### config.mk
export PLATFORM = sky130hd
export DESIGN_NAME = load_store_unit
export DESIGN_NICKNAME = d
export VERILOG_FILES = /design/src/rtl/load_store_unit.sv
export SDC_FILE = /design/constraint.sdc
export NUM_CORES = 1
export LEC_CHECK = 0
export ABC_AREA = 1
export CORE_ASPECT_RATIO = 2
export CORE_MARGIN = 2
export CORE_UTILIZATION = 46
export DETAILED_ROUTE_END_ITERATION = 10
export PLACE_DENSITY = 0.89
export SETUP_SLACK_MARGIN = 0.02
export SLEW_MARGIN = 10
export SYNTH_ARGS = -nofsm -noshare
export SYNTH_HDL_FRONTEND = slang
export SYNTH_SLANG_ARGS = --single-unit
### constraint.sdc
create_clock -name clk -period 2 [get_ports clk]
set_input_delay 0.4 -clock clk [delete_from_list [all_inputs] [get_ports clk]]
set_output_delay 0.4 -clock clk [all_outputs]
set_load 0.05 [all_outputs]
### src/rtl/load_store_unit.sv
// Memory-access stage: byte/half/word loads with lane extraction and extension,
// sub-word stores via read-modify-write against a single whole-word write enable.
module load_store_unit #(
  parameter int MEM_LAT = 1
) (
  input  logic        clk,
  input  logic        rstn,
  input  logic        req_valid,
  output logic        req_ready,
  input  logic        req_we,
  input  logic [1:0]  req_size,
  input  logic        req_unsigned,
  input  logic [31:0] req_addr,
  input  logic [31:0] req_wdata,
  output logic        resp_valid,
  output logic [31:0] resp_rdata,
  output logic        resp_err,
  output logic        mem_we,
  output logic [31:0] mem_addr,
  output logic [31:0] mem_wd,
  input  logic [31:0] mem_rd
);

  typedef enum logic [1:0] {IDLE = 2'd0, RD_WAIT = 2'd1, WR = 2'd2, RESP = 2'd3} state_t;

  state_t      state, state_next;
  logic [2:0]  cnt, cnt_next;
  logic [1:0]  off, off_next;
  logic [1:0]  size, size_next;
  logic        we, we_next;
  logic        uns, uns_next;
  logic [15:0] wdata, wdata_next;
  logic        mem_we_next;
  logic [31:0] mem_addr_next, mem_wd_next;
  logic        resp_valid_next, resp_err_next;
  logic [31:0] resp_rdata_next;

  logic        accept, misaligned, last_wait;
  logic [3:0]  lane_en;
  logic [31:0] merged, load_data;
  logic [7:0]  byte_lane;
  logic [15:0] half_lane;

  assign req_ready  = rstn && (state == IDLE);
  assign accept     = req_valid && req_ready;
  assign misaligned = (req_size == 2'b11) ||
                      (req_size == 2'b01 && req_addr[0]) ||
                      (req_size == 2'b10 && req_addr[1:0] != 2'b00);
  assign last_wait  = (cnt == 3'd1);

  // Store merge: replace the addressed lanes, keep the rest of the word just read.
  genvar gi;
  generate
    for (gi = 0; gi < 4; gi++) begin : g_lane
      localparam logic [1:0] LANE = 2'(gi);
      assign lane_en[gi] = (size == 2'b00) ? (off == LANE) : (off[1] == LANE[1]);
      assign merged[8*gi +: 8] = !lane_en[gi]     ? mem_rd[8*gi +: 8] :
                                 (size == 2'b00) ? wdata[7:0]        :
                                                   wdata[8*(gi%2) +: 8];
    end
  endgenerate

  assign byte_lane = mem_rd[{off, 3'b000} +: 8];
  assign half_lane = off[1] ? mem_rd[31:16] : mem_rd[15:0];

  always_comb begin
    case (size)
      2'b00:   load_data = {{24{!uns && byte_lane[7]}}, byte_lane};
      2'b01:   load_data = {{16{!uns && half_lane[15]}}, half_lane};
      default: load_data = mem_rd;
    endcase
  end

  always_ff @(posedge clk) begin
    if (!rstn) begin
      state      <= IDLE;
      cnt        <= '0;
      off        <= '0;
      size       <= '0;
      we         <= 1'b0;
      uns        <= 1'b0;
      wdata      <= '0;
      mem_we     <= 1'b0;
      mem_addr   <= '0;
      mem_wd     <= '0;
      resp_valid <= 1'b0;
      resp_rdata <= '0;
      resp_err   <= 1'b0;
    end else begin
      state      <= state_next;
      cnt        <= cnt_next;
      off        <= off_next;
      size       <= size_next;
      we         <= we_next;
      uns        <= uns_next;
      wdata      <= wdata_next;
      mem_we     <= mem_we_next;
      mem_addr   <= mem_addr_next;
      mem_wd     <= mem_wd_next;
      resp_valid <= resp_valid_next;
      resp_rdata <= resp_rdata_next;
      resp_err   <= resp_err_next;
    end
  end

  always_comb begin
    state_next = state;
    case (state)
      IDLE: begin
        if (accept) begin
          if (misaligned)                       state_next = RESP;
          else if (req_we && req_size == 2'b10) state_next = WR;
          else                                  state_next = RD_WAIT;
        end
      end
      RD_WAIT: if (last_wait) state_next = we ? WR : RESP;
      WR:      state_next = RESP;
      default: state_next = IDLE;
    endcase
  end

  // Next values for the registered outputs and the latched request.
  always_comb begin
    cnt_next        = cnt;
    off_next        = off;
    size_next       = size;
    we_next         = we;
    uns_next        = uns;
    wdata_next      = wdata;
    mem_we_next     = 1'b0;
    mem_addr_next   = mem_addr;
    mem_wd_next     = mem_wd;
    resp_valid_next = 1'b0;
    resp_rdata_next = '0;
    resp_err_next   = 1'b0;
    case (state)
      IDLE: begin
        if (accept) begin
          off_next   = req_addr[1:0];
          size_next  = req_size;
          we_next    = req_we;
          uns_next   = req_unsigned;
          wdata_next = req_wdata[15:0];
          if (misaligned) begin
            resp_valid_next = 1'b1;
            resp_err_next   = 1'b1;
          end else begin
            mem_addr_next = {req_addr[31:2], 2'b00};
            cnt_next      = 3'(MEM_LAT);
            if (req_we && req_size == 2'b10) begin
              mem_we_next = 1'b1;
              mem_wd_next = req_wdata;
            end
          end
        end
      end
      RD_WAIT: begin
        cnt_next = cnt - 3'd1;
        if (last_wait) begin
          if (we) begin
            mem_we_next = 1'b1;
            mem_wd_next = merged;
          end else begin
            resp_valid_next = 1'b1;
            resp_rdata_next = load_data;
          end
        end
      end
      WR:      resp_valid_next = 1'b1;
      default: ;
    endcase
  end

endmodule
# After elaboration in Yosys (flattened, before gate mapping)
# Index checks and enable logic that the tools add are counted.
op_classes:
  addsub: 1
  n_reduce_logical: 22
  shift: 1
  n_mux: 37
  eq_ne: 15
  bitwise_logic: 5
ops:
  columns: ["operator", "count"]
  rows:
  - ["$mux W32", 5]
  - ["$pmux W32 S2", 2]
  - ["$mux W8", 5]
  - ["$shiftx A32 B6 Y8", 1]
  - ["$mux W16", 1]
  - ["$mux W1", 14]
  - ["$eq A2 B2 Y1 const B", 5]
  - ["$eq A2 B1 Y1 const B", 4]
  - ["$mux W2", 4]
  - ["$ne A2 B2 Y1 const B", 4]
  - ["$logic_and A1 B1 Y1", 7]
  - ["$logic_not A2 Y1", 3]
  - ["$mux W3", 2]
  - ["$pmux W2 S3", 1]
  - ["$pmux W3 S2", 1]
  - ["$reduce_and A2 Y1", 3]
  - ["$reduce_and A3 Y1", 2]
  - ["$reduce_and A6 Y1", 1]
  - ["$not A1 Y1", 5]
  - ["$reduce_bool A2 Y1", 2]
  - ["$reduce_or A4 Y1", 1]
  - ["$eq A3 B1 Y1 const B", 1]
  - ["$pmux W1 S3", 1]
  - ["$sub A3 B1 Y3 const B", 1]
  - ["other kinds (4)", 5]
totals:
  ff_bits: 124
  word_cells: 94
  output_inout_bits: 100
  input_bits: 103

# Longest topological paths before layout
logic_depth:
  depth_word: 7
  ltp_mapped: 13

# Worst setup path before layout
# OpenSTA, ideal clock, no wires.
synth_path:
  path_kind: "in2out"
  start: "input port rstn"
  end: "output port req_ready"
  arrival_time_ps: 1458
  path_buffers: 3
  setup_slack_ps: 142
  path_stages: 5
  path_cell_list: "buf_2 > clkbuf_1 > clkbuf_1 > nand2_1 > inv_1"
synth_via:
  elab_chain_len: 1
synth_rtl:
  columns: ["element", "line", "source"]
  rows:
  - ["from (decl)", "7", "input logic rstn,"]
  - ["$logic_and A1 B1 Y1", "44", "assign req_ready = rstn && (state == IDLE);"]
  - ["to (decl)", "9", "output logic req_ready,"]
# No other way between the ends.

# Worst setup path in the final report
layout_path:
  start: "register mem_addr[23]"
  end: "output port mem_addr[23]"
layout_rtl:
  columns: ["element", "line", "source"]
  rows:
  - ["from (decl)", "19", "output logic [31:0] mem_addr,"]
  - ["from (signal assigned)", "98", "mem_addr <= mem_addr_next;"]
# No word-level cell between the ends.

==> impl_table.tex <==
\begin{tabular}{lr}
\hline
Metric & Value \\
\hline
\multicolumn{2}{l}{\textbf{Setup path}} \\
CP Capture Type & output port \\
Gate family responsible for the most delay along the worst path & buffers and inverters \\
Cell with the largest stage delay on the worst path & clkdlybuf4s50\_1 \\
Maximum fanout along the worst path & 2 \\
Delay contributed by the slowest stage of the critical path & 0.80 ns \\
Critical path startpoint category & register \\
Arrival time reported for the critical path endpoint & 1.55 ns \\
Cell-by-cell listing of the critical path & clkdlybuf4s50\_1 \\
Data required time at the worst endpoint & 1.60 ns \\
Count of buffering cells on the critical path with inverters included & 1 \\
Setup crit start & mem\_addr[23]\$\_SDFFE\_PN0P\_ \\
Type of the setup path with the least slack & register to output port \\
Origin of the critical flop-to-flop path & size[0]\$\_SDFFE\_PN0P\_ \\
\multicolumn{2}{l}{\textbf{Die}} \\
Initial core utilization & 0.471 \\
Io pins & 203 \\
Die H & about 160 µm \\
Total Die Area & 13900 µm² \\
Area of the placeable core & between 10000 and 15000 µm² \\
Horizontal extent of the die & 84.4 µm \\
Total number of placement rows & 58 \\
\multicolumn{2}{l}{\textbf{Timing}} \\
FMAX & slightly above 500 MHz \\
Skew final & approximately 0.0082 ns \\
Final worst-path cycle share & 0.975 \\
Setup-violating endpoint count in the final report & 0 \\
Setup repair after global routing missed its margin & yes \\
Post-route setup slack & about 0.05 ns \\
Min cycle time layout & 1.95 ns \\
Worst max-slew margin expressed relative to the limit & 0.629 \\
Hold Fails Final Rpt & 0 \\
Final number of max-transition violations & 0 \\
Post-Route Setup TNS & 0 ns \\
Transition time at the pin with the least slew margin & 0.555 ns \\
\multicolumn{2}{l}{\textbf{Route}} \\
Total via count after detailed routing & 6672 \\
Drt drc & 0 \\
Total routed wirelength & 19500 µm \\
Iteration count of the initial detailed-routing pass & 5 \\
Post-DR vias/cell & 5.18 \\
Initial detailed-routing violation count & roughly 440 \\
Wirelength per Cell & roughly 15 µm \\
Number of antenna-violating nets in the routed design & 0 \\
\multicolumn{2}{l}{\textbf{Min path}} \\
Worst Hold Class & primary input to register \\
Start point of the worst hold path & rstn \\
\multicolumn{2}{l}{\textbf{Yosys}} \\
Main combinational cell family by area after synthesis & simple AND/OR/NAND/NOR gates \\
Cell count after synthesis & 934 \\
Number of distinct library cell variants in the gate-level netlist after synthesis & 25 \\
Post-synthesis adder-cell area fraction & 0.0126 \\
Fraction of the mapped netlist area in compound gates & 0.125 \\
Synthesis Warnings & 0 \\
Share of the synthesized netlist area taken by xor and xnor gates & 0.00147 \\
Post-synthesis simple-gate area fraction & 0.331 \\
Total of flip-flops plus latches after synthesis & 124 \\
Multiplexer fraction of the synthesized cell area & 0 \\
Average cell area after synthesis & 6.37 µm² \\
Post-Syn Area & 5950 µm² \\
Sequential element share of the synthesized area & 0.417 \\
\multicolumn{2}{l}{\textbf{Power}} \\
Leakage power summed over all cells & 0.00449 µW \\
IR Drop Worst-Case VDD & 0.859 mV \\
P per Cell Area & approximately 1300 nW/µm² \\
\multicolumn{2}{l}{\textbf{Finish}} \\
Antenna Cells & 0 \\
Post-synthesis to final-layout area growth & 47.9\% \\
\# nets final & 1236 \\
FILL cells & 1051 \\
Share of post-route cells with drive strength above 1 & 0.0887 \\
\multicolumn{2}{l}{\textbf{CTS}} \\
CTS H-Tree Depth & 4 \\
Post-CTS setup buffers & 0 \\
CTS hold repair buffers & 0 \\
TritonCTS clock tree & yes \\
TritonCTS Buffers & 17 \\
Clock tree buffer depth & 2 \\
CTS Root Buffer Type & clkbuf\_16 \\
Clk Latency, worst-skew pair & 0.41 ns \\
CTS sink cnt & 124 \\
Clock-pin slew on the worst setup and hold paths & $\sim$0.05 ns \\
\multicolumn{2}{l}{\textbf{GRT}} \\
Initial antenna violation count & 0 \\
Global-route wire length before repair & 30700 µm \\
Pin count of the biggest net entering global routing & 50 \\
Global-route usage over all layers & 0.280 \\
Overflow after GRT & 0 \\
Vias in the first global route & 6381 \\
\multicolumn{2}{l}{\textbf{Flow run}} \\
Count of max-cap constraint violations & 0 \\
\multicolumn{2}{l}{\textbf{Placed design}} \\
Quantity of I/O buffers inserted on ports & 200 \\
Post-DP HPWL & 14400 µm \\
Gp weighted congestion & 0.922 \\
Pre-CTS setup slack & -0.00300 ns \\
\multicolumn{2}{l}{\textbf{Outcome}} \\
Result of the run & completed \\
\hline
\end{tabular}
## power by group
part | total [µW] | internal [µW] | leakage [µW] | switching [µW]
Sequential | 3140 | 2900 | 0.00101 | 241
Clock | 3420 | 2300 | 0.000310 | 1120
Combinational | 4970 | 1630 | 0.00317 | 3340
Total | 11500 | 6830 | 0.00449 | 4700
## routing by layer
metal | GRT usage | routed length [µm] | vias up
met2 | 0.532 | 10600 | 310
met3 | 0.0655 | 1230 | 84
met1 | 0.254 | 6330 | 3010
met4 | 0.203 | 1340 | 0
met5 | 0 | 0 | -
li1 | - | - | 3268
## state kept, by name (all words and copies together), names as in the netlist
| register | cells |
|---|---|
| mem_addr | 30 |
| resp_err | 1 |
| uns | 1 |
| cnt | 3 |
| wdata | 16 |
| we | 1 |
| mem_we | 1 |
| mem_wd | 32 |
| state | 2 |
| off | 2 |
| resp_rdata | 32 |
| size | 2 |
| resp_valid | 1 |
## layout make-up
type / instances / area, µm² / area share
Multi-Input combinational cell: 649 / 2830 / 0.321
Sequential cell: 124 / 2480 / 0.282
Clock buffer: 20 / 467 / 0.0531
Tap cell: 150 / 188 / 0.0213
Inverter: 109 / 410 / 0.0467
Clock inverter: 11 / 190 / 0.0216
Timing Repair Buffer: 226 / 2230 / 0.254
## cell usage in the layout (no fill, tap or decap), types with 4 or more instances in the layout
| cell | instances |
|---|---|
| a21oi_1 | 52 |
| a31oi_1 | 9 |
| buf_12 | 5 |
| buf_4 | 53 |
| bufinv_16 | 5 |
| clkbuf_16 | 17 |
| clkdlybuf4s50_1 | 135 |
| clkinvlp_4 | 4 |
| dfxtp_1 | 123 |
| dlygate4sd2_1 | 6 |
| dlymetal6s2s_1 | 26 |
| ha_1 | 5 |
| inv_1 | 107 |
| nand2_1 | 262 |
| nand3_1 | 59 |
| nor2_1 | 166 |
| o21ai_0 | 75 |
## what timing repair did
item                       4_1_cts  5_1_grt
resized for setup                7       31
hold endpoints to repair         0        0
setup endpoints to repair        7       35
## synth_stat cells
cell type | number | share of area
a21oi_4 | 1 | 0.0027
nand2_1 | 263 | 0.17
clkbuf_1 | 29 | 0.018
buf_4 | 4 | 0.0050
ha_1 | 6 | 0.013
buf_1 | 2 | 0.0013
clkinv_1 | 1 | 0.00063
buf_2 | 15 | 0.013
a22oi_1 | 2 | 0.0025
o21ai_0 | 75 | 0.063
o211ai_1 | 3 | 0.0038
inv_1 | 107 | 0.068
a21oi_1 | 52 | 0.044
clkinv_2 | 1 | 0.00084
conb_1 | 1 | 0.00063
nor3_1 | 2 | 0.0017
a31oi_1 | 9 | 0.0095
nor2_2 | 2 | 0.0021
xnor2_1 | 1 | 0.0015
nand3_1 | 59 | 0.050
nand3b_1 | 2 | 0.0025
buf_6 | 3 | 0.0057
dfxtp_1 | 124 | 0.42
nor2_1 | 167 | 0.11
nand2_2 | 3 | 0.0032
## worst paths after layout
check | slack [ns] | cells after the start | end
min reg2reg | 0.45 | 2 | wdata[11]$_SDFFE_PN0P_
min | 0.38 | 3 | uns$_SDFFE_PN0P_
max reg2reg | 0.17 | 8 | mem_wd[25]$_SDFFE_PN0P_
max | 0.05 | 1 | mem_addr[23]
## stage by stage
step | power (µW) | hold WS, ns | std cells | utilization | area [µm²]
2_1_floorplan | 6540 | 0.425 | 935 | - | 5950
3_3_place_gp | 7980 | 0.435 | 1258 | 0.638 | 8060
3_5_place_dp | 8070 | 0.441 | 1258 | 0.638 | 8060
4_1_cts | 11500 | 0.364 | 1289 | 0.690 | 8710
5_1_grt | 12200 | 0.386 | 1289 | 0.697 | 8800
6_report | 11500 | 0.382 | 1289 | 0.697 | 8800
## kinds of logic (layout without fill, tap and decap cells)
group | Yosys count | in the layout
AOI/OAI and AO/OA | 142 | 142
and+or+nand+nor | 498 | 498
xor gates and xnor gates | 1 | 1
other | 1 | 2
buffers and inverters | 162 | 366
adders and majority gates | 6 | 6
DFF | 124 | 124
No activity file was read; power rests on OpenSTA's default activity.
